### src/rtl/mem_access_seq.sv
// Purpose : sequences one load/store from the MEM stage onto a word-only,
//           variable-latency data memory, with RMW for sb/sh and sub-word load extension.
// Latency : load/sw 3 cycles, sb/sh 4 cycles, error 2 cycles, plus one per memory wait cycle.
// Backpressure: holds stall until rsp_valid. Holds mem_req until mem_ack or the wait-counter timeout.
//
// Ports:
//   clk, rstn                   clock, asynchronous active-low reset
//   req_valid/we/addr/wdata/dmtype  access from the MEM stage, latched on leaving IDLE
//   stall                       pipeline freeze, req_valid & ~rsp_valid
//   rsp_valid/rdata/err         one-cycle completion pulse with extended load data / error
//   mem_req/we/addr/wdata       word request to memory, stable until acked
//   mem_rdata, mem_ack          memory read word and completion strobe
module mem_access_seq #(
  parameter int unsigned TIMEOUT = 15,
  parameter int unsigned TO_W    = 4
) (
  input  logic        clk,
  input  logic        rstn,
  input  logic        req_valid,
  input  logic        req_we,
  input  logic [31:0] req_addr,
  input  logic [31:0] req_wdata,
  input  logic [2:0]  req_dmtype,
  output logic        stall,
  output logic        rsp_valid,
  output logic [31:0] rsp_rdata,
  output logic        rsp_err,
  output logic        mem_req,
  output logic        mem_we,
  output logic [31:0] mem_addr,
  output logic [31:0] mem_wdata,
  input  logic [31:0] mem_rdata,
  input  logic        mem_ack
);

  typedef enum logic [1:0] {IDLE, RD, WR, DONE} state_t;

  localparam logic [2:0] DT_W  = 3'b000;
  localparam logic [2:0] DT_H  = 3'b001;
  localparam logic [2:0] DT_B  = 3'b010;
  localparam logic [2:0] DT_HU = 3'b011;
  localparam logic [2:0] DT_BU = 3'b100;

  // Counter value in the last permitted wait cycle; an ack in that cycle still wins.
  localparam logic [TO_W-1:0] CNT_LAST = TO_W'(TIMEOUT - 1);

  state_t          state_q, state_d;
  logic [TO_W-1:0] cnt_q, cnt_d;
  logic            we_q, we_d;
  logic [1:0]      off_q, off_d;
  logic [2:0]      dt_q, dt_d;
  logic [15:0]     wdata_q, wdata_d;
  logic            mem_req_q, mem_req_d;
  logic            mem_we_q, mem_we_d;
  logic [31:0]     mem_addr_q, mem_addr_d;
  logic [31:0]     mem_wdata_q, mem_wdata_d;
  logic            rsp_valid_q, rsp_valid_d;
  logic            rsp_err_q, rsp_err_d;
  logic [31:0]     rsp_rdata_q, rsp_rdata_d;

  logic misaligned;
  logic illegal;

  // Select the addressed byte/half and extend it.
  function automatic logic [31:0] load_extract(input logic [31:0] word,
                                               input logic [1:0]  off,
                                               input logic [2:0]  dt);
    logic [31:0] sh;
    sh = word >> {off, 3'b000};
    case (dt)
      DT_H:    load_extract = {{16{sh[15]}}, sh[15:0]};
      DT_HU:   load_extract = {16'h0000, sh[15:0]};
      DT_B:    load_extract = {{24{sh[7]}}, sh[7:0]};
      DT_BU:   load_extract = {24'h000000, sh[7:0]};
      default: load_extract = word;
    endcase
  endfunction

  // Overlay the store byte/half onto the word read back from memory.
  function automatic logic [31:0] store_merge(input logic [31:0] word,
                                              input logic [15:0] wd,
                                              input logic [1:0]  off,
                                              input logic [2:0]  dt);
    logic [31:0] mask;
    logic [31:0] data;
    if (dt == DT_H) begin
      mask = 32'h0000_FFFF << {off[1], 4'b0000};
      data = {16'h0000, wd} << {off[1], 4'b0000};
    end else begin
      mask = 32'h0000_00FF << {off, 3'b000};
      data = {24'h000000, wd[7:0]} << {off, 3'b000};
    end
    store_merge = (word & ~mask) | (data & mask);
  endfunction

  assign misaligned = ((req_dmtype == DT_W) && (req_addr[1:0] != 2'b00)) ||
                      (((req_dmtype == DT_H) || (req_dmtype == DT_HU)) && req_addr[0]);
  // Unsigned variants exist only for loads.
  assign illegal    = (req_dmtype > DT_BU) ||
                      (req_we && ((req_dmtype == DT_HU) || (req_dmtype == DT_BU)));

  always_comb begin
    state_d     = state_q;
    cnt_d       = cnt_q;
    we_d        = we_q;
    off_d       = off_q;
    dt_d        = dt_q;
    wdata_d     = wdata_q;
    mem_req_d   = mem_req_q;
    mem_we_d    = mem_we_q;
    mem_addr_d  = mem_addr_q;
    mem_wdata_d = mem_wdata_q;
    rsp_valid_d = 1'b0;
    rsp_err_d   = 1'b0;
    rsp_rdata_d = 32'h0;

    case (state_q)
      IDLE: begin
        if (req_valid) begin
          we_d    = req_we;
          off_d   = req_addr[1:0];
          dt_d    = req_dmtype;
          wdata_d = req_wdata[15:0];
          cnt_d   = '0;
          if (misaligned || illegal) begin
            state_d     = DONE;
            rsp_valid_d = 1'b1;
            rsp_err_d   = 1'b1;
          end else begin
            mem_req_d  = 1'b1;
            mem_addr_d = {req_addr[31:2], 2'b00};
            if (req_we && (req_dmtype == DT_W)) begin
              state_d     = WR;
              mem_we_d    = 1'b1;
              mem_wdata_d = req_wdata;
            end else begin
              state_d  = RD;
              mem_we_d = 1'b0;
            end
          end
        end
      end

      RD: begin
        if (mem_ack) begin
          if (we_q) begin
            state_d     = WR;
            cnt_d       = '0;
            mem_we_d    = 1'b1;
            mem_wdata_d = store_merge(mem_rdata, wdata_q, off_q, dt_q);
          end else begin
            state_d     = DONE;
            mem_req_d   = 1'b0;
            rsp_valid_d = 1'b1;
            rsp_rdata_d = load_extract(mem_rdata, off_q, dt_q);
          end
        end else if (cnt_q == CNT_LAST) begin
          state_d     = DONE;
          mem_req_d   = 1'b0;
          rsp_valid_d = 1'b1;
          rsp_err_d   = 1'b1;
        end else begin
          cnt_d = cnt_q + 1'b1;
        end
      end

      WR: begin
        if (mem_ack) begin
          state_d     = DONE;
          mem_req_d   = 1'b0;
          mem_we_d    = 1'b0;
          rsp_valid_d = 1'b1;
        end else if (cnt_q == CNT_LAST) begin
          state_d     = DONE;
          mem_req_d   = 1'b0;
          mem_we_d    = 1'b0;
          rsp_valid_d = 1'b1;
          rsp_err_d   = 1'b1;
        end else begin
          cnt_d = cnt_q + 1'b1;
        end
      end

      DONE: begin
        state_d = IDLE;
      end

      default: begin
        state_d   = IDLE;
        mem_req_d = 1'b0;
        mem_we_d  = 1'b0;
      end
    endcase
  end

  always_ff @(posedge clk or negedge rstn) begin
    if (!rstn) begin
      state_q     <= IDLE;
      cnt_q       <= '0;
      we_q        <= 1'b0;
      off_q       <= 2'b00;
      dt_q        <= 3'b000;
      wdata_q     <= 16'h0;
      mem_req_q   <= 1'b0;
      mem_we_q    <= 1'b0;
      mem_addr_q  <= 32'h0;
      mem_wdata_q <= 32'h0;
      rsp_valid_q <= 1'b0;
      rsp_err_q   <= 1'b0;
      rsp_rdata_q <= 32'h0;
    end else begin
      state_q     <= state_d;
      cnt_q       <= cnt_d;
      we_q        <= we_d;
      off_q       <= off_d;
      dt_q        <= dt_d;
      wdata_q     <= wdata_d;
      mem_req_q   <= mem_req_d;
      mem_we_q    <= mem_we_d;
      mem_addr_q  <= mem_addr_d;
      mem_wdata_q <= mem_wdata_d;
      rsp_valid_q <= rsp_valid_d;
      rsp_err_q   <= rsp_err_d;
      rsp_rdata_q <= rsp_rdata_d;
    end
  end

  assign stall     = req_valid & ~rsp_valid_q;
  assign rsp_valid = rsp_valid_q;
  assign rsp_err   = rsp_err_q;
  assign rsp_rdata = rsp_rdata_q;
  assign mem_req   = mem_req_q;
  assign mem_we    = mem_we_q;
  assign mem_addr  = mem_addr_q;
  assign mem_wdata = mem_wdata_q;

endmodule

### config.mk
export PLATFORM = sky130hd
export DESIGN_NAME = mem_access_seq
export DESIGN_NICKNAME = d
export VERILOG_FILES = /design/src/rtl/mem_access_seq.sv
export SDC_FILE = /design/constraint.sdc
export NUM_CORES = 1
export LEC_CHECK = 0
export ABC_AREA = 0
export CAP_MARGIN = 20
export CORE_MARGIN = 4
export CORE_UTILIZATION = 43
export DETAILED_ROUTE_END_ITERATION = 16
export PLACE_DENSITY_LB_ADDON = 0.05
export SETUP_SLACK_MARGIN = 0.02
export SLEW_MARGIN = 20
export SYNTH_ARGS = -nofsm -noshare
export SYNTH_HDL_FRONTEND = slang
export SYNTH_SLANG_ARGS = --single-unit
export TNS_END_PERCENT = 30
### constraint.sdc
create_clock -name clk -period 2.42 [get_ports clk]
set_input_delay 0.363 -clock clk [delete_from_list [all_inputs] [get_ports clk]]
set_output_delay 0.363 -clock clk [all_outputs]
set_load 0.005 [all_outputs]
# --- After elaboration in Yosys (flattened, before gate mapping) ---
# Cells that the tools add are included.
op_classes:
  add_sub_neg: 1
  order_cmp: 1
  n_eq_ne: 20
  shifts: 5
  mux: 56
  bitwise: 7
  n_reduce_logical: 21
op_table:
  columns: ["op", "n"]
  rows:
  - ["$mux 32", 16]
  - ["$pmux 32 s4", 1]
  - ["$and 32x32->32", 2]
  - ["$pmux 32 s2", 1]
  - ["$not 32->32", 1]
  - ["$or 32x32->32", 1]
  - ["$shl 16x5->32", 1]
  - ["$shl 16x5->32 const A", 1]
  - ["$shl 8x5->32", 1]
  - ["$shl 8x5->32 const A", 1]
  - ["$shr 32x5->16", 1]
  - ["$mux 1", 21]
  - ["$mux 4", 5]
  - ["$mux 2", 6]
  - ["$ne 2x2->1 const B", 6]
  - ["$pmux 4 s3", 1]
  - ["$reduce_and 6->1", 2]
  - ["$eq 3x2->1 const B", 3]
  - ["$ne 3x3->1 const B", 3]
  - ["$pmux 1 s3", 3]
  - ["$pmux 2 s4", 1]
  - ["$reduce_and 4->1", 2]
  - ["$eq 3x1->1 const B", 2]
  - ["$eq 3x3->1 const B", 2]
  - ["17 further kinds", 27]
totals:
  register_bits: 126
  input_bits: 104
  output_inout_bits: 101
  wordCells: 124

# --- Logic depth before layout (Yosys ltp) ---
depth:
  word_depth: 11
  depth_mapped: 9
  depth_no_buf: 7

# --- Worst setup path before layout ---
# No wires, ideal clock.
synth_timing:
  path_type: "in2reg"
  start: "input req_dmtype[1]"
  end: "register mem_wdata_q[10] (netlist: mem_wdata[10])"
  setup_time_ps: 125
  arrival_ps: 1844
  required_ps: 2295
  setup_slack_ps: 451
  path_stages: 6
  n_path_buf: 1
  cell_sequence: "or4b_4 nor4_4 mux2i_1 nor2_4 buf_6 mux2_2"
synth_between:
  elab_chain_len: 7
  word_cells_on_any_way: 17
  cone_classes: "order compare (1); eq/ne (5); reduce/logical (11)"
synth_rtl:
  columns: ["element", "line", "source"]
  rows:
  - ["start, declared", "23", "input logic [2:0] req_dmtype,"]
  - ["branches (longest 6 deep; another with $gt 3x3->1)", null, null]
  - ["$reduce_and 6->1 (no source line) (*)", null, null]
  - ["end signal, assigned", "221", "mem_wdata_q <= mem_wdata_d;"]
  - ["end, declared", "56", "logic [31:0] mem_wdata_q, mem_wdata_d;"]
# Every way passes the cells marked *.
# A chain may end at the register's enable or synchronous reset.

# --- Worst setup path in the final report ---
layout_timing:
  start: "input req_dmtype[1]"
  end: "register mem_wdata_q[2] (netlist: mem_wdata[2])"
# Same word-level chain as after synthesis.

==> impl_metrics.csv <==
group,metric,value,unit
cells_and_area,fin_nets,878,
yosys,synth-edff-count,0,
global_route,overflow,0,
clock_tree,cts_hold_buf,1,
placement,dpl_worst_slack,-0.130,ns
global_route,grt_pass1_wl,29200,um
detailed_routing,vias_per_cell,5.38,
min_path,min_path_type,"input pin to asynchronous set/reset pin",
yosys,ys_warn_count,0,
clock_tree,clock_path_buffers,2,
timing,hold_ws,0.448,ns
global_route,gr-usage-met1,31.0,%
detailed_routing,wl_per_cell,19.5,um
cells_and_area,n_fill_cell,1126,
timing,finalHoldViolCount,0,
yosys,yosysUniqueCellTypes,49,
detailed_routing,drt_iter0_drc,355,
floorplan,start_util,44.6,%
detailed_routing,drc_errors,0,
flow_run,maxCapViolCount,0,
setup_path,path_class,"input pin to flip-flop",
global_route,grt_pass1_vias,5324,
timing,skew,0.00732,ns
floorplan,rows,43,
setup_path,critPathCaptureType,"flip-flop",
timing,timing.final.crit_period,2.15,ns
status,status,"finished, final reports clean",
global_route,grt_busiest_layer,"met2",
timing,rsz0062_at_grt,"no",
cells_and_area,area_growth,46.9,%
power,ir_drop,0.000707,V
floorplan,die_h,129,um
setup_path,critPathMaxStageDelay,0.59,ns
cells_and_area,mostFrequentLayoutCell,"clkdlybuf4s50_1",
power,power,11500,uW
global_route,grt_use_total,22.9,%
detailed_routing,ant_nets,0,
clock_tree,clkTransAtPathRegs,0.06,ns
clock_tree,numCtsBuffers,17,
power,leakage,0.00400,uW
setup_path,cp-start-kind,"input pin",
clock_tree,htreeDepth,4,
detailed_routing,vias,5169,
timing,finalSetupViolations,0,
power,power.density,1250,nW/um^2
timing,final_max_slew_viol_count,0,
cells_and_area,drive_gt1_share,19.0,%
floorplan,ios,205,
yosys,synthFlopType,"dfrtp_1",
detailed_routing,first_pass_iters,5,
setup_path,crit_path_max_fanout,32,
yosys,netlist_instances,555,
timing,min_period_over_period,88.7,%
global_route,met3_usage,6.39,%
placement,dp_hpwl,14100,um
global_route,antenna_found_initial,0,
cells_and_area,num_antenna_cells,0,
placement,io_buffers,202,
cells_and_area,stdcell_count,960,
timing,slew_headroom,43.8,%
clock_tree,cts_setup_buffers,0,
floorplan,fp.coreArea,14000,um^2
clock_tree,cts_root_buffer,"clkbuf_16",
setup_path,cp.arrival,2.44,ns
timing,fin_ws,0.273,ns
floorplan,die-width,129,um
yosys,avgSynthCellArea,11.3,um^2
global_route,met2_usage,35.7,%
detailed_routing,wirelength,18700,um
global_route,grt_start_max_net_pins,65,
yosys,yosys_register_bits,126,
yosys,async_flop_share,100,%
clock_tree,cts_tree,"done",
setup_path,path_cells,"clkdlybuf4s50_1 > or4b_4 > nor4_4 > mux2i_1 > nor2_4 > buf_12 > mux2_2",
floorplan,dieArea,16500,um^2
timing,max_freq,466,MHz
placement,place_inst,927,
timing,tns,0,ns
clock_tree,cts_resized,0,
setup_path,slowest_stage,"or4b_4",
setup_path,cp.required,2.71,ns
placement,gp_congestion,0.869,
cells_and_area,layout_common_cells,"clkdlybuf4s50_1, dfrtp_1, mux2_2",
yosys,synth_area,6260,um^2
clock_tree,insertion_delay,0.42,ns
clock_tree,cts_sinks,126,
timing,worst_slew_pin_slew,0.840,ns
yosys,ys_seq_area_share,50.4,%
[sequential cells by signal, summed over array words and instances, names as in the netlist]
register / flops
rsp_valid: 1
mem_addr: 30
mem_req: 1
off_q: 2
we_q: 1
dt_q: 3
rsp_err: 1
state_q: 2
rsp_rdata: 32
cnt_q: 4
wdata_q: 16
mem_wdata: 32
mem_we: 1
[Yosys cell counts (all sizes together) (2+ instances only)]
library cell    n  share of area (%)
o22ai           2               0.20
o211ai          3               0.36
inv            31                1.9
and3            3               0.30
or4b            2               0.38
a21oi          31                2.5
xnor2           2               0.28
nor3b           2               0.24
nand2          30                1.8
mux2           84                 15
buf            23                2.5
nand2b          5               0.50
nand3          22                1.8
a22o           15                2.1
o21a           17                2.0
nand3b          2               0.24
o2bb2ai         2               0.28
a21o            2               0.36
dfrtp         126                 50
nor2           32                2.0
clkbuf         17                1.0
ha              6                1.2
o221ai         17                2.4
a22oi          14                1.7
o21ai          19                1.5
mux2i          27                4.3
nor2b           5               0.50
[logic make-up (layout without fill, tap and decap cells)]
logic type | count (synthesis) | in the layout | synth area share, %
AOI/OAI and AO/OA | 129 | 129 | 14.4
DFF | 126 | 126 | 50.4
muxes | 112 | 112 | 19.8
and+or+nand+nor | 108 | 108 | 8.52
buffers and inverters | 71 | 295 | 5.40
adders and majority gates | 6 | 6 | 1.20
xor gates and xnor gates | 2 | 2 | 0.280
other | 1 | 2 | 0.0599
[power breakdown]
part	switching (uW)	leakage, uW	internal [uW]
logic	2400	0.00212	2960
registers	518	0.00158	2960
clock network	921	0.000292	1740
[worst max-delay path: cells and delay by family]
kind                   cells  cell delay (ns)
multiplexers               2             0.51
AND/OR/NAND/NOR            3             0.89
buffers and inverters      2             0.65
[final timing paths]
check / startpoint / to / slack [ns] / depth (start not counted)
min: rstn / rsp_rdata[30]$_DFF_PN0_ / 0.45 / 2
max: req_dmtype[1] / mem_wdata[2]$_DFFE_PN0P_ / 0.27 / 7
min reg2reg: mem_wdata[8]$_DFFE_PN0P_ / mem_wdata[8]$_DFFE_PN0P_ / 0.50 / 1
max reg2reg: state_q[1]$_DFFE_PN0N_ / mem_wdata[8]$_DFFE_PN0P_ / 0.28 / 9
min in group clk: mem_wdata[8]$_DFFE_PN0P_ / mem_wdata[8]$_DFFE_PN0P_ / 0.50 / 1
max in group asynchronous: rstn / mem_wdata[21]$_DFFE_PN0P_ / 1.20 / 3
[area by class of cell]
type	count	area [um^2]	share of cell area, %
clock inverters	11	166	1.81
multi-input cells	359	2780	30.3
inverters	31	116	1.27
well taps	180	225	2.45
repair buffers	233	2300	25.1
flip-flops and latches	126	3150	34.3
clock buffers	20	447	4.86
[routing by layer]
| metal | vias to the layer above | routed length, um |
|---|---|---|
| li1 | 2418 | - |
| met1 | 2510 | 8030 |
| met2 | 209 | 8890 |
| met3 | 32 | 1400 |
| met4 | 0 | 374 |
| met5 | - | 0 |
[metrics by stage]
stage	cell area, um^2	util (%)
2_1_floorplan	6260	-
3_3_place_gp	8560	61.0
3_5_place_dp	8560	61.0
4_1_cts	9190	65.4
5_1_grt	9190	65.5
6_report	9190	65.5
Note: power is estimated with default switching activity, not from simulation.
